<file path="config.mk">
export PLATFORM = sky130hd
export DESIGN_NAME = k2_fetch
export DESIGN_NICKNAME = d
export VERILOG_FILES = /design/src/rtl/k2_fetch.sv
export SDC_FILE = /design/constraint.sdc
export NUM_CORES = 1
export LEC_CHECK = 0
export ABC_AREA = 1
export CAP_MARGIN = 20
export CORE_MARGIN = 2
export CORE_UTILIZATION = 25
export CTS_CLUSTER_SIZE = 28
export DETAILED_ROUTE_END_ITERATION = 10
export PLACE_DENSITY = 0.55
export SLEW_MARGIN = 20
export SYNTH_ARGS = -nofsm -noshare
export SYNTH_HDL_FRONTEND = slang
export SYNTH_SLANG_ARGS = --single-unit
export TNS_END_PERCENT = 50
</file>
<file path="constraint.sdc">
create_clock -name clk -period 1.7 [get_ports clk]
set_clock_uncertainty 0.15 [all_clocks]
set_input_delay 0.17 -clock clk [delete_from_list [all_inputs] [get_ports clk]]
set_output_delay 0.17 -clock clk [all_outputs]
set_load 0.02 [all_outputs]
</file>
<file path="src/rtl/k2_fetch.sv">
// rtl/k2_fetch.sv - two-phase instruction fetch unit with stall, jump, halt and retire counter
module k2_fetch #(
    parameter logic [3:0] RESET_PC = 4'd0,
    parameter int         CNT_W    = 8
) (
    input  logic             clk,
    input  logic             reset,
    output logic [3:0]       rom_addr,
    input  logic [7:0]       rom_data,
    output logic [7:0]       ir,
    output logic             ir_valid,
    output logic [3:0]       pc,
    input  logic             stall,
    input  logic             jump_req,
    input  logic [3:0]       jump_target,
    input  logic             halt_req,
    output logic             halted,
    output logic [CNT_W-1:0] retired
);

    typedef enum logic [1:0] {
        S_FETCH = 2'd0,
        S_EXEC  = 2'd1,
        S_HALT  = 2'd2
    } state_t;

    state_t             state_q, state_d;
    logic [3:0]         pc_q, pc_d;
    logic [7:0]         ir_q, ir_d;
    logic [CNT_W-1:0]   retired_q, retired_d;

    always_ff @(posedge clk) begin
        if (reset) begin
            state_q   <= S_FETCH;
            pc_q      <= RESET_PC;
            ir_q      <= 8'h00;
            retired_q <= '0;
        end else begin
            state_q   <= state_d;
            pc_q      <= pc_d;
            ir_q      <= ir_d;
            retired_q <= retired_d;
        end
    end

    always_comb begin
        state_d   = state_q;
        pc_d      = pc_q;
        ir_d      = ir_q;
        retired_d = retired_q;
        case (state_q)
            S_FETCH: begin
                ir_d    = rom_data;
                pc_d    = pc_q + 4'd1;
                state_d = S_EXEC;
            end
            S_EXEC: begin
                // A cycle with stall low retires the instruction and samples jump/halt.
                if (!stall) begin
                    if (retired_q != {CNT_W{1'b1}}) begin
                        retired_d = retired_q + CNT_W'(1);
                    end
                    if (jump_req) begin
                        pc_d = jump_target;
                    end
                    state_d = halt_req ? S_HALT : S_FETCH;
                end
            end
            S_HALT: begin
                state_d = S_HALT;
            end
            default: begin
                state_d = S_FETCH;
            end
        endcase
    end

    assign rom_addr = pc_q;
    assign pc       = pc_q;
    assign ir       = ir_q;
    assign retired  = retired_q;
    assign ir_valid = (state_q == S_EXEC);
    assign halted   = (state_q == S_HALT);

endmodule

</file>
==> summary.md <==
| Metric | Value |
|---|---|
| Run status | `completed` |
| Most instantiated cells after synthesis | `nor2_1 (33), nand2_1 (28), dfxtp_1 (22)` |
| #FFs+latches synth | `22` |
| Share of the yosys chip area belonging to registers | `40.51%` |
| Crit-path cells | `clkdlybuf4s50_1` |
| Synthesized cell area | `1087 µm²` |
| Maximum clock path buffer count | `2` |
| Final-report setup violation count | `0` |
| CTS root buffer | `clkbuf_8` |
| Top cells by area, synth | `dfxtp_1 (41%), nor2_1 (11%), nand2_1 (9.7%)` |
| Antenna Cells | `0` |
| DRT Pass-1 Iters | `4` |
| DRC violations left | `0` |
| Switching part of the total | `26.90%` |
| Cell count after synthesis | `155` |
| Critical Path Max Stage Delay | `0.63 ns` |
| P_int | `1024 µW` |
| Maximum VDD drop | `566.4 µV` |
| Clk sinks | `22` |
| Largest area contributor in the netlist | `dfxtp_1` |
| Final min period | `1.614 ns` |
| WL met1 | `1208 µm` |
| Clock latency on the worst-skew pair | `0.27 ns` |
| Slew Limit Fails | `0` |
| R2r worst-path depth | `8` |
| Syn avg cell area | `7.015 µm²` |
| Min-Delay Path Class | `in -> reg` |
| Async S/R FF share, synth | `0%` |
| RSZ-0062 raised after global routing | `no` |
| Yosys cell types | `22` |
| Post-route antenna net violation count | `0` |
| Worst Setup End Kind | `primary output` |
| Arrival @ worst endpoint | `1.29 ns` |
| Syn Nets | `174` |
| Final hold slack | `0.3332 ns` |
| Antenna violations before repair | `0` |
| P_sw | `376.7 µW` |
| DR iter-0 viols | `45` |
| Setup tns final | `0 ns` |
| Worst setup SP type | `flop` |
| Crit path max-delay family | `buffers and inverters` |
| Avg WL per Cell | `10.57 µm` |
| Post-synth EDFFs | `0` |
| Nets | `221` |
| Slew Limit Headroom | `73.14%` |
| Die Y-Extent | `69.95 µm` |
| Final HPWL DP | `1995 µm` |
| MaxCap Viol Count | `0` |
| Core Area | `4086 µm²` |
| Final period util | `94.94%` |
| Placer congestion estimate | `0.7426` |
| First-pass GRT wire length | `4692 µm` |
| Crit-path slowest cell | `clkdlybuf4s50_1` |
| Comb power frac | `23.2%` |
| Vias | `1078` |
| CTS tree | `yes` |
| Worst-margin pin slew | `0.4025 ns` |
| Worst-path clk slew | `0.08 ns` |
| Top Ports | `43` |
| Critical path depth | `1` |
| Cell Pwr Density | `842.1 nW/µm²` |
| GRT Total Usage | `11.73%` |
| Largest net degree at the start of global routing | `15` |
| Initial core utilization | `26.61%` |
| Worst hold stages | `3` |
| Reg power frac | `41.3%` |
| Drt total wl | `2654 µm` |
| Number of global-route vias before repair | `1034` |
| Port buffer count | `42` |
| Ratio of cells with drive above 1 in the final layout | `10.45%` |
| Via/cell ratio | `4.295` |
| Top cell type's share of synthesized area | `40.51%` |
| Row count | `23` |
| WL met3 | `192 µm` |
| Die W | `69.95 µm` |
| DP Area | `1572 µm²` |
| CP required | `1.38 ns` |
| Final instance area | `1663 µm²` |
| Achievable Freq | `0.6196 GHz` |
| Critical path class | `reg -> out` |
| CP Buf/Inv Count | `1` |
| Leakage | `0.0008286 µW` |
| Area Growth Syn to Fin | `52.93%` |
| H-Tree Depth | `1` |
| Die area | `4893 µm²` |
| Clock share of power | `35.5%` |
| Yosys warnings | `0` |
| TritonCTS Buffers | `3` |
| # fillers | `441` |
| Uppermost layer routed | `met4` |
| Metal2 WL | `1235 µm` |
| Remaining Overflow, GRT | `0` |
| Final hold violation count | `0` |
| Hold buffers post-CTS | `0` |
| Dominant cell by count in the synthesized netlist | `nor2_1` |
| Largest fanout on the critical path | `5` |
| Ys flop type | `dfxtp_1` |
## area by class of cell
cell class	instances	area [µm²]	area share [%]
clock inverter	1	30.03	1.806
multi-input combinational	111	539.3	32.43
tap	50	62.56	3.762
inverter	15	56.30	3.386
sequential	22	440.4	26.49
timing repair buffer	49	493.0	29.65
clock buffer	3	41.29	2.483
## cells by family after synthesis
kind of cell	Yosys count	share of synthesized area (%)
fa+ha+maj	2	2.301
compound gates	20	9.897
buf+inv	22	9.896
simple gates	88	36.59
flops	22	40.51
xor+xnor	1	0.8057
## tightest hold or removal path: stages
cell and delay, ns:
clkdlybuf4s50_1 0.39, nor2_1 0.10, nor2_1 0.05
## final timing paths
kind / slack (ns) / startpoint / to
min reg2reg: 0.37 / state_q[1] / state_q[0]
max: 0.09 / retired[5] / retired[5]
min: 0.33 / rom_data[7] / ir[7]
max reg2reg: 0.21 / retired[0] / retired[7]
## flip-flops by register name, summed over array words and instances (netlist names)
register / count
ir: 8
retired: 8
state_q: 2
pc: 4
## timing repair
action	CTS	global route
setup endpoints to repair	2	9
buffers inserted	0	0
pin swaps	0	0
gates resized for setup	2	9
## power groups by stage
stage | combinational (µW) | sequential, µW | clock, µW
after floorplan | 138 | 632 | 0
after global placement | 334 | 593 | 0
after detailed placement | 333 | 592 | 0
after CTS | 332 | 581 | 516
after global routing | 358 | 586 | 535
final | 324 | 579 | 497
## cells in the final DEF (no fill, tap or decap)
master | netlist | routed
nand3b_1 | 1 | 1
nor2_4 | 2 | 2
nor3_1 | 1 | 1
inv_1 | 14 | 14
nand3_2 | 1 | 1
o21ai_0 | 12 | 12
nand4_1 | 5 | 5
nand3_1 | 11 | 11
nor2_1 | 33 | 33
buf_4 | 4 | 7
xor2_1 | 1 | 1
clkbuf_8 | 0 | 3
o211a_1 | 1 | 1
a211oi_1 | 1 | 1
dlymetal6s2s_1 | 0 | 9
dlygate4sd2_1 | 0 | 2
dfxtp_1 | 22 | 22
clkdlybuf4s50_1 | 0 | 31
a21oi_1 | 6 | 6
nand2_1 | 28 | 28
nor2_2 | 2 | 2
bufinv_16 | 0 | 1
inv_2 | 1 | 1
ha_1 | 2 | 2
nand2_2 | 4 | 4
## per-layer routing
metal | vias to the layer above | GRT usage, %
met5 | - | 0
met4 | 0 | 3.205
met1 | 463 | 14.15
met3 | 2 | 4.618
met2 | 28 | 19.37
li1 | 585 | -
## per-stage QoR
stage	power [µW]	instances	setup WS (ns)	util, %
3_5_place_dp	925.3	247	0.1272	38.46
2_1_floorplan	770.0	155	0.1434	-
5_1_grt	1479	251	0.02104	40.69
6_report	1400	251	0.08598	40.69
3_3_place_gp	926.9	247	0.1401	38.46
4_1_cts	1429	251	0.006019	40.14
Note: power is estimated with default switching activity, not from simulation.
